## src/rtl/debug_dma_cmd_issue_pkg.sv

```systemverilog
// Shared types for the debug DMA command issue path: host request,
// DMA register-write interface and the register images it carries.
package debug_dma_cmd_issue_pkg;

    localparam int DBG_NTHREAD      = 8;
    localparam int DBG_NTHREADIDMSB = 2;

    typedef struct packed {
        logic clk;
    } iu_clk_type;

    typedef enum logic [1:0] {
        DMA_NOP  = 2'd0,
        DMA_OP   = 2'd1,
        DMA_FILL = 2'd2,
        DMA_CLR  = 2'd3
    } debug_dma_cmd_e;

    typedef logic [DBG_NTHREADIDMSB:0] dbg_tid_t;

    typedef struct packed {
        dbg_tid_t       tid;
        logic [31:0]    addr;
        logic [31:0]    buf_addr;
        logic [15:0]    count;
        debug_dma_cmd_e cmd;
    } debug_host_dma_req_type;

    typedef struct packed {
        logic [31:0] addr;
        logic        parity;
    } debug_dma_addr_reg_type;

    typedef struct packed {
        logic [31:0]    buf_addr;
        logic [15:0]    count;
        debug_dma_cmd_e cmd;
        logic           parity;
    } debug_dma_ctrl_reg_type;

    typedef struct packed {
        dbg_tid_t               tid;
        logic                   addr_we;
        debug_dma_addr_reg_type addr_reg;
        logic                   ctrl_we;
        debug_dma_ctrl_reg_type ctrl_reg;
    } debug_dma_cmdif_in_type;

    // Parity bits are only populated when the LUTRAM protection option is on.
    function automatic debug_dma_addr_reg_type addr_reg_pack(input logic [31:0] addr,
                                                             input logic prot);
        return '{addr: addr, parity: prot & (^addr)};
    endfunction

    function automatic debug_dma_ctrl_reg_type ctrl_reg_pack(input logic [31:0] buf_addr,
                                                             input logic [15:0] count,
                                                             input debug_dma_cmd_e cmd,
                                                             input logic prot);
        return '{buf_addr: buf_addr, count: count, cmd: cmd,
                 parity: prot & (^{buf_addr, count, cmd})};
    endfunction

endpackage

```

## src/rtl/debug_dma_done_arb.sv

```systemverilog
// Completion store: per-thread done flags, lowest-index pick, and the host
// response handshake with the chosen tid frozen while the host stalls.
module debug_dma_done_arb
    import debug_dma_cmd_issue_pkg::*;
#(
    parameter int NTHREAD      = DBG_NTHREAD,
    parameter int NTHREADIDMSB = DBG_NTHREADIDMSB
) (
    input  iu_clk_type              gclk,
    input  logic                    rst,
    input  logic [NTHREAD-1:0]      i_set_vec,
    output logic [NTHREAD-1:0]      o_done_vec,
    output logic                    o_rsp_valid,
    output logic [NTHREADIDMSB:0]   o_rsp_tid,
    input  logic                    i_rsp_ready
);

    logic [NTHREAD-1:0]    r_done;
    logic                  r_hold;
    logic [NTHREADIDMSB:0] r_hold_tid;
    logic [NTHREADIDMSB:0] w_lowest;
    logic [NTHREAD-1:0]    w_clr;
    logic                  w_hs;

    always_comb begin
        w_lowest = '0;
        for (int i = NTHREAD - 1; i >= 0; i--) begin
            if (r_done[i]) w_lowest = (NTHREADIDMSB + 1)'(i);
        end
    end

    // A lower tid finishing during a stall must not change the offered tid.
    assign o_rsp_valid = ~rst & (|r_done);
    assign o_rsp_tid   = r_hold ? r_hold_tid : w_lowest;
    assign o_done_vec  = r_done;
    assign w_hs        = o_rsp_valid & i_rsp_ready;

    always_comb begin
        w_clr = '0;
        if (w_hs) w_clr[o_rsp_tid] = 1'b1;
    end

    always_ff @(posedge gclk.clk) begin
        if (rst) begin
            r_done     <= '0;
            r_hold     <= 1'b0;
            r_hold_tid <= '0;
        end else begin
            r_done     <= (r_done & ~w_clr) | i_set_vec;
            r_hold     <= o_rsp_valid & ~i_rsp_ready;
            r_hold_tid <= o_rsp_tid;
        end
    end

endmodule

```

## src/rtl/debug_dma_cmd_issue.sv

```systemverilog
// Turns host DMA requests into an addr-then-ctrl register write sequence to
// the DMA engine and tracks per-thread in-flight / completed state.
module debug_dma_cmd_issue
    import debug_dma_cmd_issue_pkg::*;
#(
    parameter int NTHREAD      = DBG_NTHREAD,
    parameter int NTHREADIDMSB = DBG_NTHREADIDMSB,
    parameter bit LUTRAMPROT   = 1'b1
) (
    input  iu_clk_type              gclk,
    input  logic                    rst,
    input  logic                    host_req_valid,
    input  debug_host_dma_req_type  host_req,
    output logic                    host_req_ready,
    output debug_dma_cmdif_in_type  dma_cmd_out,
    input  logic                    dma_cmd_ack,
    input  logic                    dma_done,
    input  logic [NTHREADIDMSB:0]   dma_done_tid,
    output logic                    host_rsp_valid,
    output logic [NTHREADIDMSB:0]   host_rsp_tid,
    input  logic                    host_rsp_ready,
    output logic [NTHREAD-1:0]      busy_vec
);

    typedef enum logic [1:0] {
        S_IDLE  = 2'd0,
        S_WADDR = 2'd1,
        S_WCTRL = 2'd2
    } state_e;

    state_e                 r_state;
    debug_host_dma_req_type r_req;
    logic                   r_addr_we;
    logic                   r_ctrl_we;
    logic                   r_zc_vld;
    logic [NTHREAD-1:0]     r_busy;
    logic                   r_spurious_done;

    logic [NTHREAD-1:0]     w_done_vec;
    logic [NTHREAD-1:0]     w_done_set;
    logic                   w_req_blocked;
    logic                   w_accept;
    logic                   w_ack;
    logic                   w_done_hit;
    logic                   w_spurious_unused;

    // A zero-count accept lands in done_vec one cycle late; block that tid meanwhile.
    assign w_req_blocked  = r_busy[host_req.tid] | w_done_vec[host_req.tid]
                          | (r_zc_vld & (r_req.tid == host_req.tid));
    assign host_req_ready = ~rst & (r_state == S_IDLE) & ~w_req_blocked;
    assign w_accept       = host_req_valid & host_req_ready;
    assign w_ack          = r_ctrl_we & dma_cmd_ack;
    assign w_done_hit     = dma_done & r_busy[dma_done_tid];

    always_ff @(posedge gclk.clk) begin
        if (rst) begin
            r_state   <= S_IDLE;
            r_addr_we <= 1'b0;
            r_ctrl_we <= 1'b0;
            r_zc_vld  <= 1'b0;
            r_req     <= '0;
        end else begin
            r_zc_vld <= 1'b0;
            if (w_accept) r_req <= host_req;
            case (r_state)
                S_IDLE: begin
                    if (w_accept) begin
                        if (host_req.count != '0) begin
                            r_state   <= S_WADDR;
                            r_addr_we <= 1'b1;
                        end else begin
                            r_zc_vld  <= 1'b1;
                        end
                    end
                end
                S_WADDR: begin
                    r_state   <= S_WCTRL;
                    r_addr_we <= 1'b0;
                    r_ctrl_we <= 1'b1;
                end
                S_WCTRL: begin
                    if (dma_cmd_ack) begin
                        r_state   <= S_IDLE;
                        r_ctrl_we <= 1'b0;
                    end
                end
                default: begin
                    r_state   <= S_IDLE;
                    r_addr_we <= 1'b0;
                    r_ctrl_we <= 1'b0;
                end
            endcase
        end
    end

    // Ack set comes after the done clear so the set wins on a same-tid collision.
    always_ff @(posedge gclk.clk) begin
        if (rst) begin
            r_busy          <= '0;
            r_spurious_done <= 1'b0;
        end else begin
            if (w_done_hit) r_busy[dma_done_tid] <= 1'b0;
            if (w_ack)      r_busy[r_req.tid]    <= 1'b1;
            if (dma_done & ~r_busy[dma_done_tid]) r_spurious_done <= 1'b1;
        end
    end

    // Sticky flag has no port; it is read only through hierarchical debug probes.
    assign w_spurious_unused = r_spurious_done;

    always_comb begin
        w_done_set = '0;
        if (w_done_hit) w_done_set[dma_done_tid] = 1'b1;
        if (r_zc_vld)   w_done_set[r_req.tid]    = 1'b1;
    end

    debug_dma_done_arb #(
        .NTHREAD      (NTHREAD),
        .NTHREADIDMSB (NTHREADIDMSB)
    ) u_done_arb (
        .gclk        (gclk),
        .rst         (rst),
        .i_set_vec   (w_done_set),
        .o_done_vec  (w_done_vec),
        .o_rsp_valid (host_rsp_valid),
        .o_rsp_tid   (host_rsp_tid),
        .i_rsp_ready (host_rsp_ready)
    );

    always_comb begin
        dma_cmd_out          = '0;
        dma_cmd_out.tid      = r_req.tid;
        dma_cmd_out.addr_we  = r_addr_we & ~rst;
        dma_cmd_out.addr_reg = addr_reg_pack(r_req.addr, LUTRAMPROT);
        dma_cmd_out.ctrl_we  = r_ctrl_we & ~rst;
        dma_cmd_out.ctrl_reg = ctrl_reg_pack(r_req.buf_addr, r_req.count, r_req.cmd, LUTRAMPROT);
    end

    assign busy_vec = rst ? '0 : r_busy;

endmodule

```

## config.mk

```make
export PLATFORM = sky130hd
export DESIGN_NAME = debug_dma_cmd_issue
export DESIGN_NICKNAME = d
export VERILOG_FILES = /design/src/rtl/debug_dma_cmd_issue_pkg.sv /design/src/rtl/debug_dma_done_arb.sv /design/src/rtl/debug_dma_cmd_issue.sv
export SDC_FILE = /design/constraint.sdc
export NUM_CORES = 1
export LEC_CHECK = 0
export ABC_AREA = 1
export CAP_MARGIN = 40
export CORE_MARGIN = 3
export CORE_UTILIZATION = 50
export CTS_CLUSTER_DIAMETER = 150
export CTS_CLUSTER_SIZE = 25
export DETAILED_ROUTE_END_ITERATION = 8
export PLACE_DENSITY_LB_ADDON = 0.12
export SYNTH_ARGS = -nofsm -noshare
export SYNTH_HDL_FRONTEND = slang
export SYNTH_SLANG_ARGS = --single-unit
```

## constraint.sdc

```tcl
create_clock -name gclk -period 3.63 [get_ports gclk]
set_clock_uncertainty 0.2 [all_clocks]
set_input_delay 1.089 -clock gclk [delete_from_list [all_inputs] [get_ports gclk]]
set_output_delay 1.089 -clock gclk [all_outputs]
set_load 0.005 [all_outputs]
```

* Word level (Yosys, flattened, before mapping)
Index checks and enable logic that the tools add are counted.
** Cells by class
- $lt $le $gt $ge :: 7
- Eq/ne operators :: 6
- Muxes and demuxes :: 38
- Bitwise gates (word level) :: 26
- Reductions and logical operators :: 12
** Operators by type and width (count)
- 2-to-1 mux 8 bit :: 7
- XOR reduction 50 bit :: 1
- XOR reduction 32 bit :: 1
- 2-to-1 mux 3 bit :: 9
- OR 8 bit :: 3
- AND 8 bit :: 2
- < comparator 3 x 4 -> 1 bit (second input constant) :: 4
- inverter 8 bit :: 2
- nonzero test 16 bit :: 1
- AND 1 bit :: 11
- 2-to-1 mux 1 bit :: 10
- binary-select mux 1 bit (select 3 bit) :: 3
- demux 1 bit (select 3 bit) :: 3
- greater-or-equal comparator 3 x 1 -> 1 bit (second input constant) :: 3
- OR reduction 8 bit :: 1
- 2-to-1 mux 2 bit :: 3
- inverter 1 bit :: 6
- one-hot mux 2 bit (3 select lines) :: 1
- AND reduction 3 bit :: 2
- != test 2 bit (second input constant) :: 2
- equality test 3 bit :: 1
- logical AND 1 bit :: 3
- one-hot mux 1 bit (3 select lines) :: 1
- OR reduction 3 bit :: 1
- 7 further kinds :: 8
** Storage, ports and cells
- Bits in registers :: 110
- Input port bits :: 94

* Longest topological paths before layout
- Word-level depth :: 17
- Gate-level depth with buffers :: 14
- Depth with buffers taken out :: 14

* Hierarchy
A second synthesis with hierarchy kept.
** Unflattened totals
- Cell total of the unflattened synthesis :: 989
- Area total of the unflattened synthesis :: 6098.3 µm²
** Modules (own cells, without submodules)
- debug_dma_cmd_issue :: times used 1, cells each 893, area each 5431.5 µm²
- debug_dma_done_arb :: times used 1, cells each 96, area each 666.9 µm²

* Least setup slack after synthesis
OpenSTA, ideal clock, no wires.
- Kind :: input -> output
- Start point :: input host_req[82] (netlist bit)
- End point :: output host_req_ready
- Arrival time :: 1.652 ns
- Path slack :: 0.689 ns
- Stages on the path :: 7
- Path buffers :: 0
- Cells stage by stage :: inv_2 nand2_1 o211ai_1 nor2_1 nor2_1 nand3_1 inv_1
** Between the ends
- Word-level cells in the longest chain between the ends :: 6
- Elaborated cells between the ends (all ways) :: 10
- Classes of those cells :: eq/ne (1); mux (4); bitwise (5)
** RTL lines
- from (decl) :: line debug_dma_cmd_issue.sv:13 : input debug_host_dma_req_type host_req,
- binary-select mux 1 bit (select 3 bit) :: line debug_dma_cmd_issue.sv:48 : assign w_req_blocked = r_busy[host_req.tid] | w_done_vec[host_req.tid]
- 2-to-1 mux 1 bit (not written as such) :: line debug_dma_cmd_issue.sv:48
- OR 1 bit :: line debug_dma_cmd_issue.sv:48
- OR 1 bit (*) :: line debug_dma_cmd_issue.sv:49 : | (r_zc_vld & (r_req.tid == host_req.tid));
- inverter 1 bit (*) :: line debug_dma_cmd_issue.sv:50 : assign host_req_ready = ~rst & (r_state == S_IDLE) & ~w_req_blocked;
- AND 1 bit (*) :: line debug_dma_cmd_issue.sv:50
- to (decl) :: line debug_dma_cmd_issue.sv:14 : output logic host_req_ready,
Mark *: on every way between the ends. The rest lies on a longest branch, timed or not. The select of a mux whose other input is x is not followed.

* Final worst setup path
- Start point :: input host_req[83] (netlist bit)
- End point :: output host_req_ready
Same word-level chain as after synthesis.

==> results.py <==
metrics = {
    "outcome": {
        "status": "finished, final reports clean",
    },
    "floorplan": {
        "die_x_um": 121,
        "core_sq_um": 12800,
        "ios": 196,
        "start_util": 0.519,
        "die-area_sq_um": 14700,
        "rows": 41,
        "die_h_um": 121,
    },
    "route": {
        "drt_iter0_drc": 424,
        "wl_um": 17300,
        "wire_per_inst_um": 11.1,
        "drc_errors": 0,
        "vias": 7192,
        "drt_first_pass_iters": 8,
        "vias_per_cell": 4.60,
        "postRouteAntennaNets": 0,
    },
    "global_routing": {
        "grt_pass1_wl_um": 28200,
        "grt_pass1_vias": 6412,
        "grt_max_degree": 56,
        "grt-ovfl-total": 0,
        "track_usage": 0.233,
        "antenna_found_initial": 0,
    },
    "setup_path": {
        "arrival_ns": 2.21,
        "start_kind": "primary input",
        "timing.rr.start": "dma_cmd_out[88]$_SDFFE_PP0P_",
        "critPathMaxFanout": 5,
        "cp-end-kind": "output pin",
        "criticalPathCategory": "in -> out",
        "critPathBufInv": 4,
        "crit_start": "host_req[83]",
        "max_stage_delay_ns": 0.31,
        "cp_top_family": "buffers and inverters",
        "crit_required_ns": 2.34,
        "slowest_stage": "dlygate4sd2_1",
        "crit_chain": "dlygate4sd2_1, inv_1, nand2_1, nand4_1, nor2_1, nor2_1, nand3_1, inv_1, dlygate4sd2_1",
    },
    "cells_and_area": {
        "finish.utilization": 0.718,
        "fin_nets": 1479,
        "postLayoutCellArea_sq_um": 9210,
        "drive_above_1_share": 0.0439,
        "diodes": 0,
        "areaGrowthSynthToFinish_pct": 38.4,
    },
    "yosys": {
        "synth_seq_cells": 110,
        "yosys-top-cells-area": "dfxtp_1 33%, nand2_1 29%, nor2_1 12%",
        "syn_inst": 1194,
        "yosysWarnings": 0,
        "synth_top_area_share": 0.331,
        "synth_cell_types": 23,
        "syn_avg_cell_area_sq_um": 5.57,
        "ys_seq_area_frac": 0.331,
        "netlist_area_sq_um": 6660,
        "syn_nets": 1288,
        "yosys.area.top_type": "dfxtp_1",
    },
    "timing": {
        "slew_viol_final": 0,
        "layout_min_cycle_time_ns": 3.50,
        "tightest_slew_ns": 0.629,
        "slew_headroom": 0.579,
        "max_freq_ghz": 0.286,
        "hold_viol_final": 0,
        "tns_ns": 0,
        "setup_viol": 0,
        "fin_hold_ws_ns": 0.282,
        "period_share": 0.965,
        "setup_ws_ns": 0.129,
    },
    "worst_hold_path": {
        "hold_path_startpoint": "u_done_arb.r_hold_tid[0]$_SDFF_PP0_",
        "hp-class": "reg -> reg",
    },
    "pwr": {
        "power_density_nw_per_um2": 378,
        "p_leak_nw": 4.56,
        "peakVddDrop_uv": 275,
    },
    "clocking": {
        "clock-root-buffer": "clkbuf_16",
        "cts_buffers": 9,
        "clock-sinks": 110,
        "clock_latency_ns": 0.36,
        "cts_tree": "built",
        "cts_hold_buffers": 0,
        "cts_max_path_buffers": 2,
        "clkTransAtPathRegs_ns": 0.07,
        "cts_max_level": 3,
        "cts_setup_buffers": 0,
    },
    "placed_design": {
        "placed_cell_area_sq_um": 8860,
        "dpl_worst_slack_ns": -0.433,
        "io_buffers": 195,
        "gpl.final_weighted_congestion": 0.909,
        "dpl.hpwl_um": 13300,
    },
    "job": {
        "maxCapViolCount": 0,
    },
}
state kept, by name, indices dropped and copies added (netlist names):
register	count
r_zc_vld	1
u_done_arb.r_hold_tid	3
r_addr_we	1
r_state	2
r_ctrl_we	1
u_done_arb.r_hold	1
r_busy	8
dma_cmd_out	85
u_done_arb.o_done_vec	8
routing by layer:
layer / track usage / share of wire / vias to the layer above
li1: - / - / 3900
met5: 0 / 0 / -
met1: 0.265 / 0.42 / 3068
met3: 0.0709 / 0.084 / 27
met4: 0.0805 / 0.018 / 0
met2: 0.412 / 0.48 / 197
worst min-delay path, cell delays in order (launching register included):
cell     delay (ns)
dfxtp_1        0.30
nand2_1        0.07
a21oi_1        0.06
through the flow:
stage          power (mW)  std cells
3_5_place_dp         2.48       1545
6_report             3.48       1562
5_1_grt              3.70       1562
4_1_cts              3.50       1562
2_1_floorplan        2.03       1194
3_3_place_gp         2.44       1544
worst paths after layout:
kind	cells after the start	end	slack, ns
worst max-delay path	9	host_req_ready	0.13
worst min-delay path	2	u_done_arb.r_hold_tid[0]$_SDFF_PP0_	0.28
worst max register to register	12	dma_cmd_out[25]$_SDFFE_PP0P_	1.41
worst min register to register	2	u_done_arb.r_hold_tid[0]$_SDFF_PP0_	0.28
placed cells by master (no fill, tap or decap):
master           netlist  layout
a21oi_1               12      12
and2_1                 1       1
buf_12                 0       7
buf_4                  9       9
buf_6                  1       1
bufinv_16              0       1
clkbuf_16              0       9
clkbuf_2               0       1
clkdlybuf4s50_1        0     188
clkinv_2               0       1
clkinv_4               0       2
dfxtp_1              110      96
dfxtp_2                0      12
dfxtp_4                0       2
dlygate4sd2_1          0       5
dlymetal6s2s_1         0       1
inv_1                183     183
inv_2                  6       6
inv_6                  0       3
nand2_1              521     521
nand2b_1               1       1
nand3_1               34      34
nand4_1                3       3
nor2_1               204     200
nor2_2                 0       4
nor2_4                 1       1
nor3_1                12      12
nor4_1                 4       4
o211ai_1               2       2
o21ai_0               31      30
o21ai_2                0       1
o22ai_1                1       1
xnor2_1               24      24
xor2_1                12      11
xor2_2                 0       1
synth_stat cells, drive strengths merged:
library cell	n
a21oi	12
and2	1
buf	26
clkbuf	6
dfxtp	110
inv	189
nand2	521
nand2b	1
nand3	34
nand4	3
nor2	205
nor3	12
nor4	4
o211ai	2
o21ai	31
o22ai	1
xnor2	24
xor2	12
layout make-up:
cell class	instances	area, sq um
clock buffer	9	225
clock inverter	7	78.8
fill	1156	3620
inverter	189	709
multi-input combinational	863	3590
sequential	110	2220
tap	172	215
timing repair buffer	212	2160
what timing repair did:
item,in CTS,in global routing
endpoints found under the setup margin,12,2
hold endpoints to repair,0,0
resized for setup,13,21
pin swaps,2,1
cloned,1,0
where the power goes:
group	internal [mW]	total [mW]	switching, mW	leakage, nW
sequential	1.29	1.37	0.0861	0.905
clock	0.544	1.02	0.480	0.151
combinational	0.532	1.08	0.551	3.50
cell families after synthesis:
kind of cell,Yosys count,synth area share
XOR/XNOR,36,0.0474
buffers and inverters,221,0.133
flip-flops,110,0.331
AND/OR/NAND/NOR,781,0.454
AO/OA/AOI/OAI,46,0.0355
Note: power is estimated with default switching activity, not from simulation.
